**src/rtl/johnson_phase_monitor.sv**
```systemverilog
// Decodes an N-stage Johnson counter state into a one-hot/binary phase, tracks step order and locks.
// Optional bad-event counter on err_cnt is built when JOHNSON_ERR_CNT_EN is defined.
module johnson_phase_monitor #(
  parameter int N        = 4,
  parameter int LOCK_CNT = 4,
  parameter int IW       = $clog2(2*N)
) (
  input  logic            clk,
  input  logic            rst,
  input  logic [N-1:0]    q,
  input  logic            clr_err,
  output logic [2*N-1:0]  phase,
  output logic [IW-1:0]   phase_idx,
  output logic            valid,
  output logic            locked,
  output logic            err,
  output logic [7:0]      err_cnt
);

  typedef enum logic [1:0] {
    ST_UNLOCKED = 2'd0,
    ST_TRACK    = 2'd1,
    ST_LOCKED   = 2'd2
  } state_t;

  state_t           state_r;
  logic [IW-1:0]    prev_idx_r;
  logic [7:0]       run_r;
  logic [2*N-1:0]   phase_r;
  logic [IW-1:0]    phase_idx_r;
  logic             valid_r;
  logic             err_r;

  logic             legal_s;
  logic [IW-1:0]    idx_s;
  logic [IW-1:0]    nxt_s;
  logic             good_s;
  logic             stall_s;
  logic             skip_s;
  logic             bad_s;

  // Johnson code for phase k: k ones filling from bit 0, then zeros filling from bit 0.
  function automatic logic [N-1:0] code_of(input int k);
    logic [N-1:0] code_v;
    code_v = {N{1'b0}};
    for (int b = 0; b < N; b++) begin
      code_v[b] = (k <= N) ? (b < k) : (b >= (k - N));
    end
    return code_v;
  endfunction

  // Decode the sample and classify the step against the previous legal phase.
  always_comb begin
    logic match_v;
    match_v = 1'b0;
    legal_s = 1'b0;
    idx_s   = {IW{1'b0}};
    for (int k = 0; k < 2*N; k++) begin
      match_v = (q == code_of(k));
      legal_s = legal_s | match_v;
      idx_s   = idx_s | (match_v ? IW'(k) : {IW{1'b0}});
    end
    nxt_s   = (prev_idx_r == IW'(2*N-1)) ? {IW{1'b0}} : (prev_idx_r + IW'(1));
    good_s  = legal_s & (idx_s == nxt_s);
    stall_s = legal_s & (idx_s == prev_idx_r);
    skip_s  = legal_s & ~good_s & ~stall_s;
    case (state_r)
      ST_UNLOCKED:        bad_s = ~legal_s;
      ST_TRACK, ST_LOCKED: bad_s = ~legal_s | skip_s;
      default:            bad_s = ~legal_s;
    endcase
  end

  // Phase outputs, lock FSM and sticky error flag.
  always_ff @(posedge clk or posedge rst) begin
    if (rst) begin
      state_r     <= ST_UNLOCKED;
      prev_idx_r  <= {IW{1'b0}};
      run_r       <= 8'd0;
      phase_r     <= {(2*N){1'b0}};
      phase_idx_r <= {IW{1'b0}};
      valid_r     <= 1'b0;
      err_r       <= 1'b0;
    end else begin
      if (legal_s) begin
        phase_r     <= {{(2*N-1){1'b0}}, 1'b1} << idx_s;
        phase_idx_r <= idx_s;
        valid_r     <= 1'b1;
        prev_idx_r  <= idx_s;
      end else begin
        phase_r     <= {(2*N){1'b0}};
        valid_r     <= 1'b0;
      end

      case (state_r)
        ST_UNLOCKED: begin
          if (legal_s) begin
            state_r <= ST_TRACK;
            run_r   <= 8'd0;
          end
        end
        ST_TRACK: begin
          if (!legal_s) begin
            state_r <= ST_UNLOCKED;
          end else if (good_s) begin
            run_r <= run_r + 8'd1;
            if ((run_r + 8'd1) == 8'(LOCK_CNT)) begin
              state_r <= ST_LOCKED;
            end
          end else if (skip_s) begin
            run_r <= 8'd0;
          end
        end
        ST_LOCKED: begin
          if (!legal_s) begin
            state_r <= ST_UNLOCKED;
          end else if (skip_s) begin
            state_r <= ST_TRACK;
            run_r   <= 8'd0;
          end
        end
        default: begin
          state_r <= ST_UNLOCKED;
          run_r   <= 8'd0;
        end
      endcase

      // A bad event in the same cycle as clr_err keeps the flag set.
      if (bad_s) begin
        err_r <= 1'b1;
      end else if (clr_err) begin
        err_r <= 1'b0;
      end
    end
  end

`ifdef JOHNSON_ERR_CNT_EN
  logic [7:0] err_cnt_r;

  // Saturating bad-event counter; clear and event together leaves a count of one.
  always_ff @(posedge clk or posedge rst) begin
    if (rst) begin
      err_cnt_r <= 8'd0;
    end else if (clr_err) begin
      err_cnt_r <= bad_s ? 8'd1 : 8'd0;
    end else if (bad_s && (err_cnt_r != 8'd255)) begin
      err_cnt_r <= err_cnt_r + 8'd1;
    end
  end

  assign err_cnt = err_cnt_r;
`else
  assign err_cnt = 8'd0;
`endif

  assign phase     = phase_r;
  assign phase_idx = phase_idx_r;
  assign valid     = valid_r;
  assign locked    = (state_r == ST_LOCKED);
  assign err       = err_r;

endmodule

```
**config.mk**
```make
export PLATFORM = sky130hd
export DESIGN_NAME = johnson_phase_monitor
export DESIGN_NICKNAME = d
export VERILOG_FILES = /design/src/rtl/johnson_phase_monitor.sv
export SDC_FILE = /design/constraint.sdc
export NUM_CORES = 1
export LEC_CHECK = 0
export CAP_MARGIN = 40
export CORE_MARGIN = 2
export CORE_UTILIZATION = 35
export CTS_CLUSTER_SIZE = 14
export DETAILED_ROUTE_END_ITERATION = 12
export PLACE_DENSITY = 0.59
export REMOVE_ABC_BUFFERS = 1
export SLEW_MARGIN = 10
export SYNTH_ARGS = -nofsm -noshare
export SYNTH_HDL_FRONTEND = slang
export SYNTH_SLANG_ARGS = --single-unit
```
**constraint.sdc**
```tcl
create_clock -name clk -period 3.3 [get_ports clk]
set_input_delay 0.66 -clock clk [delete_from_list [all_inputs] [get_ports clk]]
set_output_delay 0.66 -clock clk [all_outputs]
set_load 0.02 [all_outputs]
```
=== Yosys cells after proc, flatten, opt, wreduce, memory -nomap -nowiden ===
Index checks and enable logic that the tools add are counted.

* Add/subtract/negate cells: 2
* Shift-type cells: 1
* Reduce and logical (&&, ||, !) cells: 6
* Bitwise gates (word level): 21
* Muxes and demuxes: 26
* Equality and inequality tests: 19

{| class="wikitable"
|+ Operator list
! kind !! count
|-
| 8-bit two-way mux || 6
|-
| 8-bit case mux with 3 select lines || 1
|-
| 4-bit equality test (second input constant) || 4
|-
| 2-bit two-way mux || 8
|-
| 3-bit two-way mux || 5
|-
| 3-bit OR || 3
|-
| 8-bit by 1-bit adder with 8-bit output (second input constant) || 1
|-
| 8-bit by 3-bit equality test with 1-bit output (second input constant) || 1
|-
| 1-bit OR || 8
|-
| 1-bit by 3-bit << shifter with 8-bit output (first input constant) || 1
|-
| 3-bit equality test || 2
|-
| 3-bit != test (second input constant) || 2
|-
| 2-bit case mux with 3 select lines || 1
|-
| 1-bit two-way mux || 5
|-
| 1-bit bitwise AND || 4
|-
| 4-bit by 1-bit equality test with 1-bit output (second input constant) || 1
|-
| 4-bit by 2-bit equality test with 1-bit output (second input constant) || 1
|-
| 4-bit by 3-bit equality test with 1-bit output (second input constant) || 1
|-
| 4-bit logical NOT || 1
|-
| 2-bit != test (second input constant) || 2
|-
| 4-bit AND reduction || 1
|-
| 3-bit by 1-bit adder with 3-bit output (second input constant) || 1
|-
| 3-bit equality test (second input constant) || 1
|-
| 3-bit by 2-bit != test with 1-bit output (second input constant) || 1
|-
| 11 further kinds || 13
|}

* Bits of input ports: 7
* Logic and storage cells: 81
* Output and inout port bits: 22
* Bits in registers: 23

=== Longest topological paths before layout ===
Gate-level depths: netlist (run 1).

* Word-level depth: 17
* Mapped depth: 8
* Mapped depth without buffers: 8

=== Least setup slack after synthesis (run 1) ===
OpenSTA, ideal clock, no wires.

* Path kind: register to register
* Start point: reg phase_idx[0] (netlist name)
* End point: reg run_r[5]
* Stages on the path, launching flop included: 9
* Data arrival time: 2.676 ns
* Clock period less this slack: 2.756 ns
* Library setup time: 0.080 ns
* Buffers on the path: 0
* Data required time: 3.220 ns
* Path slack: 0.544 ns
* Cell sequence: dfrtp_1 ha_1 ha_1 xor2_1 o32ai_2 nor2_4 or4_4 or3_1 o211ai_2

{| class="wikitable"
|+ RTL lines
! element !! line !! source
|-
| end signal, assigned || 106 || <nowiki>run_r <= run_r + 8'd1;</nowiki>
|-
| end, declared || 28 || <nowiki>logic [7:0] run_r;</nowiki>
|}

=== Worst setup path after layout (run 1) ===
* Start point: in q[0]
* End point: reg run_r[5]

* Longest elaborated chain between the ends: 17
* Elaborated cells between the ends (all ways): 45
* Those cells by class: eq/ne: 12; mux: 12; bitwise: 19; reduce/logical: 2

{| class="wikitable"
|+ Ends and longest elaborated chain
! element !! line !! source
|-
| start, declared || 10 || <nowiki>input logic [N-1:0] q,</nowiki>
|-
| 4-bit by 1-bit equality test with 1-bit output or 4-bit by 2-bit equality test with 1-bit output (tied branches) || 59 || <nowiki>match_v = (q == code_of(k));</nowiki>
|-
| 1-bit two-way mux or 2-bit two-way mux (tied branches) || 61 || <nowiki>idx_s = idx_s | (match_v ? IW'(k) : {IW{1'b0}});</nowiki>
|-
| 1-bit by 2-bit OR with 2-bit output || 61 ||
|-
| 2-bit OR || 61 ||
|-
| 2-bit by 3-bit OR with 3-bit output || 61 ||
|-
| 3-bit OR (3 in series) || 61 ||
|-
| 3-bit equality test || 64 || <nowiki>good_s = legal_s & (idx_s == nxt_s);</nowiki>
|-
| 1-bit bitwise AND || 64 ||
|-
| 1-bit NOT || 66 || <nowiki>skip_s = legal_s & ~good_s & ~stall_s;</nowiki>
|-
| 1-bit bitwise AND (2 in series) || 66 ||
|-
| 8-bit two-way mux || n/a ||
|-
| 8-bit two-way mux || 105 || <nowiki>end else if (good_s) begin</nowiki>
|-
| 8-bit two-way mux || 103 || <nowiki>if (!legal_s) begin</nowiki>
|-
| 8-bit case mux with 3 select lines || 95 || <nowiki>case (state_r)</nowiki>
|}

Parallel ways exist; a longest one is shown, timed or not. The select of a mux whose other input is x is not followed.
A chain may end at the register's enable or synchronous reset.

==> metrics.log, run 1 <==
[metrics] status: finished clean
[metrics] Die Outline Area: 5270 um^2
[metrics] average footprint of a synthesized cell: 9.05 um^2
[metrics] number of vias after detailed routing: 1373
[metrics] clk_lat worst skew: 0.27 ns
[metrics] number of diodes added for antenna fixing: 0
[metrics] startpoint of the worst setup timing path: q[0]
[metrics] DRC violation total after the first TritonRoute iteration: 99
[metrics] max_cap viols: 0
[metrics] via count of the first global-routing pass: 1280
[metrics] beginning of the worst register-to-register path: phase_idx[0]
[metrics] via density per instance: 5.30
[metrics] buffer depth of the longest clock path: 2
[metrics] NumNets Final: 222
[metrics] half-perimeter wire length after placement: 2630 um
[metrics] peak fanout along the critical path: 8
[metrics] arrival time at the worst endpoint: 3.01 ns
[metrics] Clock Sink Count: 23
[metrics] class of the tightest hold or removal check: reg2reg
[metrics] hold_buf cts: 0
[metrics] pins over their slew limit: 0
[metrics] clock tree from TritonCTS: yes
[metrics] share of synthesized area occupied by flip-flops and latches: 35.0%
[metrics] Post-CTS Setup Inserts: 0
[metrics] origin of the worst min-delay path: run_r[0]
[metrics] kind of capture point of the worst setup path: register
[metrics] total clock buffers created by CTS: 3
[metrics] antenna violations before repair: 0
[metrics] floorplan die height: 72.6 um
[metrics] boundary pin count: 29
[metrics] dominant synthesized flop cell: sky130_fd_sc_hd__dfrtp_1
[metrics] Final Hold Vio Count: 0
[metrics] first-pass GRT wire length: 5980 um
[metrics] DRC Markers: 0
[metrics] Routed wire per std cell: 13.5 um
[metrics] worst clock skew: 0.00544 ns
[metrics] routability-driven placement congestion ratio: 0.824
[metrics] core region area: 4440 um^2
[metrics] placed cell areas: 1920 um^2
[metrics] Tot GR Track Use: 14.2%
[metrics] PD cells: 418 nW/um^2
[metrics] total detailed-routing wirelength: 3500 um
[metrics] largest net degree at the start of global routing: 17
[metrics] clock tree root driver cell: sky130_fd_sc_hd__clkbuf_8
[metrics] leakage power: 0.835 nW
[metrics] number of port buffers: 20
[metrics] Synth Instances: 182
[metrics] Reg area: 576 um^2
[metrics] Peak VDD IR: 0.166 mV
[metrics] clk slew on worst S/H paths: 0.09 ns
[metrics] num rows: 24
[metrics] Crit Path Category: in2reg
[metrics] final critical delay including setup and external delays: 2.81 ns
[metrics] upper clock frequency limit: 0.356 GHz
[metrics] Chip Width: 72.6 um
[metrics] number of distinct standard cells referenced by the synthesized netlist: 51
[metrics] Resize count post-CTS: 0
[metrics] area of combinational cells with multiple inputs: 910 um^2
[metrics] synthesis-stage register bit count: 23
[metrics] initial standard-cell utilization of the core: 37.0%
[metrics] layout cell share with drive strength beyond 1: 13.0%
[metrics] Synth warnings: 0
[metrics] headroom to the max-slew limit: 67.6%
[metrics] critical path required time: 3.50 ns
[metrics] share of the cycle needed by the critical path after routing: 85.0%
[metrics] Setup Viol. Count Final: 0
[metrics] accumulated negative setup slack: 0 ns
[metrics] EDFF count, synth: 0
[metrics] Filler cells: 449
[metrics] Post-DRT Antenna Nets: 0
[metrics] Syn Std Cell Area: 1650 um^2
[metrics] Detailed Routing Iterations Pass 1: 4
[metrics] final cell area excluding filler cells: 1970 um^2
[metrics] slew at the pin closest to its max-slew limit: 0.472 ns
[metrics] P&R area growth vs syn: 19.6%
[metrics] Synth async-reset ratio: 100%
[metrics] RSZ-0062 raised after global routing: false
[metrics] launching element type of the critical path: primary input
[metrics] number of H-tree levels: 1
[metrics] aggregate global routing overflow: 0
[report_power, final]
part / internal, mW / switching [mW]
clock: 0.0864 / 0.0975
combinational: 0.130 / 0.185
sequential: 0.300 / 0.0236
total: 0.517 / 0.306
[kinds of logic after synthesis]
logic type,share of synthesized area [%]
AOI/OAI and AO/OA,19.7
xor gates and xnor gates,3.72
adders and majority gates,5.32
buffers and inverters,11.4
DFF,35.0
muxes,3.19
other,0.228
and+or+nand+nor,21.5
[registers in the layout, summed over array words and instances (netlist names)]
register	count
phase	8
run_r	8
phase_idx	3
state_r	2
err	1
valid	1
[path summary, 6_finish.rpt]
check                      cells after the start            to  slack [ns]
max                                            7      run_r[5]        0.49
min                                            1      run_r[0]        0.51
min reg2reg                                    1      run_r[0]        0.51
min in group asynchronous                      2  phase_idx[0]        0.68
max in group asynchronous                      3      run_r[0]        2.19
max reg2reg                                    8      run_r[5]        0.55
[layer usage]
layer,vias up,GRT usage [%],wire length [um]
met5,-,0,0
met4,0,5.35,64
met3,7,1.38,114
met2,33,21.9,1570
met1,647,20.7,1760
li1,686,-,-
[layout by cell type, fill, tap and decap left out, types with 2 or more instances in the layout]
cell                               n
sky130_fd_sc_hd__and2_1            3
sky130_fd_sc_hd__nand3_1           8
sky130_fd_sc_hd__or2_2             2
sky130_fd_sc_hd__nor2b_1           2
sky130_fd_sc_hd__clkdlybuf4s50_1  20
sky130_fd_sc_hd__nand4b_1          2
sky130_fd_sc_hd__o211ai_1          5
sky130_fd_sc_hd__o221ai_1          4
sky130_fd_sc_hd__o22ai_1           3
sky130_fd_sc_hd__ha_1              7
sky130_fd_sc_hd__inv_1            17
sky130_fd_sc_hd__conb_1            8
sky130_fd_sc_hd__nand2_1           8
sky130_fd_sc_hd__mux2i_1           3
sky130_fd_sc_hd__nor3b_1           2
sky130_fd_sc_hd__or4_4             2
sky130_fd_sc_hd__nand2b_1          2
sky130_fd_sc_hd__dfrtp_1          23
sky130_fd_sc_hd__xor2_1            4
sky130_fd_sc_hd__nor4_1            3
sky130_fd_sc_hd__xnor2_1           3
sky130_fd_sc_hd__buf_4            11
sky130_fd_sc_hd__nor2_1            9
sky130_fd_sc_hd__and3_1            4
sky130_fd_sc_hd__clkbuf_8          3
sky130_fd_sc_hd__nor3_1            6
sky130_fd_sc_hd__o21ai_0          12
sky130_fd_sc_hd__a21oi_1           6
sky130_fd_sc_hd__mux2_2            2
[critical path, cell delays in order]
cell,delay [ns]
sky130_fd_sc_hd__clkdlybuf4s50_1,0.56
sky130_fd_sc_hd__or4_4,0.61
sky130_fd_sc_hd__o221ai_4,0.12
sky130_fd_sc_hd__nor2_4,0.06
sky130_fd_sc_hd__or4_4,0.55
sky130_fd_sc_hd__or3_1,0.37
sky130_fd_sc_hd__o211ai_2,0.08
[area by class of cell]
cell class / instances / area share, %
timing repair buffer: 32 / 15.8
clock buffer: 4 / 2.29
tap: 52 / 3.30
inverter: 17 / 3.24
sequential: 23 / 29.2
multi-input combinational: 131 / 46.2
[synthesized netlist by cell type (all sizes together), types with 2 or more instances]
master	n	share of area, %
dfrtp	23	35
inv	17	3.9
buf	14	6.6
o21ai	13	4.0
nor2	10	2.7
nand2	8	1.8
nand3	8	2.4
ha	7	5.3
a21oi	6	1.8
nor3	6	1.8
o211ai	6	3.0
o221ai	5	3.7
and3	4	1.5
clkbuf	4	0.91
xor2	4	2.1
and2	3	1.1
mux2i	3	1.8
nor4	3	1.1
o22ai	3	1.1
xnor2	3	1.6
mux2	2	1.4
nand2b	2	0.76
nand4b	2	1.1
nor2b	2	0.76
nor3b	2	0.91
o32ai	2	1.5
or2	2	0.76
or4	2	1.4
[per-stage QoR]
| stage | setup WS [ns] | hold WS [ns] | power (mW) | std cells | utilization, % |
|---|---|---|---|---|---|
| floorplan | 0.544 | 0.471 | 0.529 | 171 | - |
| CTS | 0.497 | 0.521 | 0.828 | 259 | 44.3 |
| detailed placement | 0.213 | 0.509 | 0.641 | 255 | 43.3 |
| finish | 0.494 | 0.510 | 0.823 | 259 | 44.3 |
| global route | 0.279 | 0.532 | 0.878 | 259 | 44.3 |
| global placement | 0.228 | 0.521 | 0.636 | 254 | 42.7 |
(Power assumes the default switching activity.)
==> inputs of run 2 (changes only) <==
==> constraint.sdc (replaced) <==
create_clock -name clk -period 3 [get_ports clk]
set_input_delay 0.6 -clock clk [delete_from_list [all_inputs] [get_ports clk]]
set_output_delay 0.6 -clock clk [all_outputs]
set_load 0.02 [all_outputs]
==> metrics.log, run 2 (synthesized netlist as in run 1, its figures left out) <==
[metrics] kind of capture point of the worst setup path: register
[metrics] Tot GR Track Use: 15.3% (+1.1 points)
[metrics] share of the cycle needed by the critical path after routing: 90.7%
[metrics] boundary pin count: 29 (unchanged)
[metrics] peak fanout along the critical path: 6 (-2)
[metrics] combinational group share of total power: 41.1% (+2.8 points)
[metrics] total clock buffers created by CTS: 3 (unchanged)
[metrics] slew at the pin closest to its max-slew limit: 0.501 ns (+0.0282 ns)
[metrics] net switching power: 335 uW (+9.4%)
[metrics] clk slew on worst S/H paths: 0.09 ns (about the same)
[metrics] critical path required time: 3.20 ns (-0.30 ns)
[metrics] number of port buffers: 20 (unchanged)
[metrics] Chip Width: 72.6 um (unchanged)
[metrics] P_int: 586 uW (+13%)
[metrics] buffer depth of the longest clock path: 2 (unchanged)
[metrics] arrival time at the worst endpoint: 2.92 ns (-0.09 ns)
[metrics] number of H-tree levels: 1 (unchanged)
[metrics] Final Hold Vio Count: 0 (unchanged)
[metrics] number of diodes added for antenna fixing: 0 (unchanged)
[metrics] Detailed Routing Iterations Pass 1: 4 (unchanged)
[metrics] DRC Markers: 0 (unchanged)
[metrics] placed cell areas: 1960 um^2 (+2.0%)
[metrics] largest net degree at the start of global routing: 24 (+7)
[metrics] hold_buf cts: 0 (unchanged)
[metrics] upper clock frequency limit: 0.367 GHz
[metrics] Post-CTS Setup Inserts: 0 (unchanged)
[metrics] first-pass GRT wire length: 6380 um (+6.7%)
[metrics] via count of the first global-routing pass: 1347 (+5.2%)
[metrics] accumulated negative setup slack: 0 ns (unchanged)
[metrics] RSZ-0062 raised after global routing: false
[metrics] headroom to the max-slew limit: 65.7% (-1.9 points)
[metrics] floorplan die height: 72.6 um (unchanged)
[metrics] dpl ws: 0.0104 ns (-0.203 ns)
[metrics] worst clock skew: 0.0101 ns (+0.00464 ns)
[metrics] clock tree root driver cell: sky130_fd_sc_hd__clkbuf_8
[metrics] Post-DRT Antenna Nets: 0 (unchanged)
[metrics] status: finished clean
[metrics] half-perimeter wire length after placement: 2730 um (+3.9%)
[metrics] switching fraction of total power: 36.3% (-0.86 points)
[metrics] layout cell share with drive strength beyond 1: 15.5% (+2.4 points)
[metrics] final critical delay including setup and external delays: 2.72 ns
[metrics] via density per instance: 5.29 (-0.13%)
[metrics] Resize count post-CTS: 0 (unchanged)
[metrics] clock tree from TritonCTS: yes
[metrics] launching element type of the critical path: primary input
[metrics] clk_lat worst skew: 0.27 ns (about the same)
[metrics] total detailed-routing wirelength: 3670 um (+4.9%)
[metrics] PD cells: 459 nW/um^2 (+9.9%)
[metrics] relative contribution of sequential cells to total power: 37.8% (-1.5 points)
[metrics] NumNets Final: 228 (+2.7%)
[metrics] most frequent standard cell in the layout excluding fill and tap cells: sky130_fd_sc_hd__dfrtp_1
[metrics] final cell area excluding filler cells: 2010 um^2 (+1.9%)
[metrics] class of the tightest hold or removal check: reg2reg
[metrics] Setup Viol. Count Final: 0 (unchanged)
[metrics] Die Outline Area: 5270 um^2 (unchanged)
[metrics] final worst-path setup slack: 0.278 ns (-0.216 ns)
[metrics] Routed wire per std cell: 13.9 um (+2.5%)
[metrics] aggregate global routing overflow: 0 (unchanged)
[metrics] antenna violations before repair: 0 (unchanged)
[metrics] share of power burned in the clock network: 21.2% (-1.2 points)
[metrics] max_cap viols: 0 (unchanged)
[metrics] DRC violation total after the first TritonRoute iteration: 64 (-35%)
[metrics] Peak VDD IR: 0.196 mV (+18%)
[metrics] leakage power: 0.861 nW (+3.2%)
[metrics] most used cells in the layout excluding fill and tap cells: sky130_fd_sc_hd__dfrtp_1, sky130_fd_sc_hd__clkdlybuf4s50_1, sky130_fd_sc_hd__inv_1, sky130_fd_sc_hd__buf_4, sky130_fd_sc_hd__o21ai_0
[metrics] routability-driven placement congestion ratio: 0.837 (+1.5%)
[metrics] P&R area growth vs syn: 21.9%
[metrics] Clock Sink Count: 23 (unchanged)
[metrics] core region area: 4440 um^2 (unchanged)
[metrics] Crit Path Category: in2reg
[metrics] num rows: 24 (unchanged)
[metrics] pins over their slew limit: 0 (unchanged)
[metrics] initial standard-cell utilization of the core: 37.0% (unchanged)
[metrics] number of vias after detailed routing: 1403 (+2.2%)
-- run 2: layout make-up --
type | instances | area [um^2]
clock buffers | 4 | 45.0
repair buffers | 38 | 348
well taps | 52 | 65.1
fillers | 454 | 2440
inverters | 17 | 63.8
multi-input cells | 131 | 910
flip-flops and latches | 23 | 576
-- run 2: final timing paths --
path | endpoint | start | depth (start not counted) | slack (ns)
max in group asynchronous | run_r[1] | rst | 3 | 2.09
worst min register to register | run_r[0] | run_r[0] | 1 | 0.53
min in group asynchronous | state_r[1] | rst | 3 | 0.67
worst max register to register | run_r[5] | phase_idx[1] | 8 | 0.35
worst min-delay path | run_r[0] | run_r[0] | 1 | 0.53
worst max-delay path | run_r[5] | q[2] | 8 | 0.28
-- run 2: power by group through the flow --
stage               sequential, mW  clock (mW)  combinational (mW)
detailed placement           0.353           0               0.378
finish                       0.348       0.195               0.378
global placement             0.354           0               0.376
floorplan                    0.372           0               0.210
CTS                          0.347       0.204               0.381
global route                 0.351       0.220               0.420
-- run 2: critical path, stage by stage --
cell	delay, ns
sky130_fd_sc_hd__clkdlybuf4s50_1	0.61
sky130_fd_sc_hd__buf_4	0.21
sky130_fd_sc_hd__xnor2_1	0.10
sky130_fd_sc_hd__a21boi_0	0.30
sky130_fd_sc_hd__nor2_1	0.11
sky130_fd_sc_hd__or4_4	0.54
sky130_fd_sc_hd__or3_1	0.37
sky130_fd_sc_hd__o211ai_2	0.08
-- run 2: per-layer routing --
metal	vias up	routed length [um]	GRT usage (%)
met3	6	108	1.80
met4	0	57	5.35
met2	31	1620	23.2
li1	699	-	-
met1	667	1890	22.5
met5	-	0	0
-- run 2: metrics by stage --
stage / cells / hold WS (ns) / total power [mW] / utilization, %
finish: 265 / 0.535 / 0.921 / 45.2
global route: 265 / 0.578 / 0.990 / 45.2
CTS: 265 / 0.543 / 0.932 / 45.2
detailed placement: 261 / 0.531 / 0.731 / 44.1
global placement: 261 / 0.506 / 0.729 / 44.1
floorplan: 171 / 0.471 / 0.582 / -
==> inputs of run 3 (changes only) <==
--- a/config.mk
+++ b/config.mk
@@ -6,6 +6,7 @@
 export NUM_CORES = 1
 export LEC_CHECK = 0
 export CAP_MARGIN = 40
+export CORE_ASPECT_RATIO = 1.1
 export CORE_MARGIN = 2
 export CORE_UTILIZATION = 35
 export CTS_CLUSTER_SIZE = 14
==> metrics.log, run 3 (synthesized netlist as in run 1, its figures left out) <==
[metrics] accumulated negative setup slack: 0 ns (unchanged)
[metrics] beginning of the worst register-to-register path: phase_idx[1]
[metrics] Post-CTS Setup Inserts: 0 (unchanged)
[metrics] PD cells: 446 nW/um^2 (-2.8%)
[metrics] dpl ws: 0.0919 ns (+0.0815 ns)
[metrics] Post-DRT Antenna Nets: 0 (unchanged)
[metrics] Chip Width: 69.4 um (-4.4%)
[metrics] core region area: 4590 um^2 (+3.2%)
[metrics] Tot GR Track Use: 14.1% (-1.2 points)
[metrics] half-perimeter wire length after placement: 2770 um (+1.4%)
[metrics] buffer depth of the longest clock path: 2 (unchanged)
[metrics] launching element type of the critical path: register
[metrics] peak fanout along the critical path: 5 (-1)
[metrics] routability-driven placement congestion ratio: 0.840 (+0.39%)
[metrics] sink of the worst hold path: run_r[0]
[metrics] Hold Crit Depth: 1 (unchanged)
[metrics] Peak VDD IR: 0.160 mV (-19%)
[metrics] Die Outline Area: 5270 um^2 (about the same)
[metrics] status: finished clean
[metrics] total detailed-routing wirelength: 3550 um (-3.4%)
[metrics] clk_lat worst skew: 0.26 ns (about the same)
[metrics] Power, Total: 911 uW (-1.0%)
[metrics] first-pass GRT wire length: 6180 um (-3.0%)
[metrics] leakage power: 0.881 nW (+2.3%)
[metrics] number of diodes added for antenna fixing: 0 (unchanged)
[metrics] max_cap viols: 0 (unchanged)
[metrics] final critical delay including setup and external delays: 2.72 ns (-0.00643 ns)
[metrics] Detailed Routing Iterations Pass 1: 4 (unchanged)
[metrics] origin of the worst min-delay path: run_r[0]
[metrics] DRC violation total after the first TritonRoute iteration: 81 (+27%)
[metrics] Final Hold Vio Count: 0 (unchanged)
[metrics] path depth of the worst reg2reg path: 8 (unchanged)
[metrics] clk slew on worst S/H paths: 0.08 ns (about the same)
[metrics] via density per instance: 5.10 (-3.6%)
[metrics] critical path required time: 3.19 ns (about the same)
[metrics] final instance count without filler cells: 272 (+2.6%)
[metrics] Crit Path Category: reg2reg
[metrics] worst clock skew: 0.00192 ns (-0.00817 ns)
[metrics] layout cell share with drive strength beyond 1: 17.1% (+1.6 points)
[metrics] arrival time at the worst endpoint: 2.90 ns (-0.02 ns)
[metrics] Routed wire per std cell: 13.0 um (-5.9%)
[metrics] placed cell areas: 2000 um^2 (+1.8%)
[metrics] via count of the first global-routing pass: 1362 (+1.1%)
[metrics] antenna violations before repair: 0 (unchanged)
[metrics] largest net degree at the start of global routing: 20 (-17%)
[metrics] final worst-path setup slack: 0.285 ns (+0.00643 ns)
[metrics] hold_buf cts: 0 (unchanged)
[metrics] clock tree root driver cell: sky130_fd_sc_hd__clkbuf_8
[metrics] Filler cells: 453 (-0.22%)
[metrics] most used cells in the layout excluding fill and tap cells: sky130_fd_sc_hd__dfrtp_1, sky130_fd_sc_hd__clkdlybuf4s50_1, sky130_fd_sc_hd__buf_4
[metrics] floorplan die height: 75.9 um (+4.6%)
[metrics] NumNets Final: 231 (+1.3%)
[metrics] class of the tightest hold or removal check: reg2reg
[metrics] endpoint of the worst register-to-register path: run_r[5]
[metrics] pins over their slew limit: 0 (unchanged)
[metrics] DRC Markers: 0 (unchanged)
[metrics] Resize count post-CTS: 0 (unchanged)
[metrics] total clock buffers created by CTS: 3 (unchanged)
[metrics] number of H-tree levels: 1 (unchanged)
[metrics] kind of capture point of the worst setup path: register
[metrics] num rows: 26 (+8.3%)
[metrics] aggregate global routing overflow: 0 (unchanged)
[metrics] Clock Sink Count: 23 (unchanged)
[metrics] final cell area excluding filler cells: 2040 um^2 (+1.8%)
[metrics] boundary pin count: 29 (unchanged)
[metrics] most frequent standard cell in the layout excluding fill and tap cells: sky130_fd_sc_hd__dfrtp_1
[metrics] Core Util, Final: 44.5% (-0.61 points)
[metrics] share of the cycle needed by the critical path after routing: 90.5% (-0.21 points)
[metrics] slack of the worst reg-to-reg path: 0.28 ns (-0.07 ns)
[metrics] Setup Viol. Count Final: 0 (unchanged)
[metrics] placed cells: 268 (+2.7%)
[metrics] final hold slack: 0.516 ns (-0.0188 ns)
[metrics] number of vias after detailed routing: 1388 (-1.1%)
[metrics] number of port buffers: 20 (unchanged)
[metrics] initial standard-cell utilization of the core: 35.9% (-1.2 points)
[metrics] P&R area growth vs syn: 24.1%
[metrics] upper clock frequency limit: 0.368 GHz (+0.24%)
[metrics] clock tree from TritonCTS: yes
[metrics] RSZ-0062 raised after global routing: false
[run 3: cell count changes in the layout (fill, tap and decap cells not counted)]
cell                       delta
sky130_fd_sc_hd__buf_12       -1
sky130_fd_sc_hd__clkbuf_1     -1
sky130_fd_sc_hd__buf_4        +3
sky130_fd_sc_hd__clkinv_2     +1
sky130_fd_sc_hd__buf_16       +1
[run 3: area by class of cell]
class                      instances  area [um^2]  area share [%]
sequential                        23          576            28.2
clock inverter                     1         5.00           0.245
timing repair buffer              41          378            18.5
clock buffer                       3         41.3            2.02
multi-input combinational        131          910            44.5
tap                               56         70.1            3.43
inverter                          17         63.8            3.12
[run 3: report_power, final]
part | switching (mW) | internal [mW] | leakage (nW)
sequential | 0.0237 | 0.330 | 0.307
clock | 0.0958 | 0.0925 | 0.0255
combinational | 0.208 | 0.162 | 0.549
[run 3: worst max path at each step]
stage	startpoint	endpoint	slack [ns]	depth (start not counted)
after floorplan	phase_idx[0]	run_r[5]	0.24	8
after global placement	q[1]	run_r[6]	0.12	9
after detailed placement	q[3]	run_r[5]	0.09	8
after CTS	phase_idx[1]	run_r[5]	0.27	8
after global routing	phase_idx[1]	run_r[5]	0.20	8
final	phase_idx[1]	run_r[5]	0.28	8
[run 3: layer usage]
layer / part of all wire [%] / wire length (um) / GRT usage, % / vias up
met5: 0 / 0 / 0 / -
met4: 1.7 / 61 / 6.67 / 0
met3: 2.8 / 99 / 1.73 / 5
met2: 46 / 1630 / 22.0 / 19
met1: 50 / 1760 / 19.4 / 661
li1: - / - / - / 703
[run 3: worst max-delay path: stages (launching register included)]
cell and delay [ns]:
sky130_fd_sc_hd__dfrtp_1 0.45, sky130_fd_sc_hd__ha_1 0.21, sky130_fd_sc_hd__ha_1 0.34, sky130_fd_sc_hd__xor2_1 0.17, sky130_fd_sc_hd__o32ai_2 0.38, sky130_fd_sc_hd__nor2_4 0.08, sky130_fd_sc_hd__or4_4 0.55, sky130_fd_sc_hd__or3_1 0.37
sky130_fd_sc_hd__o211ai_2 0.07
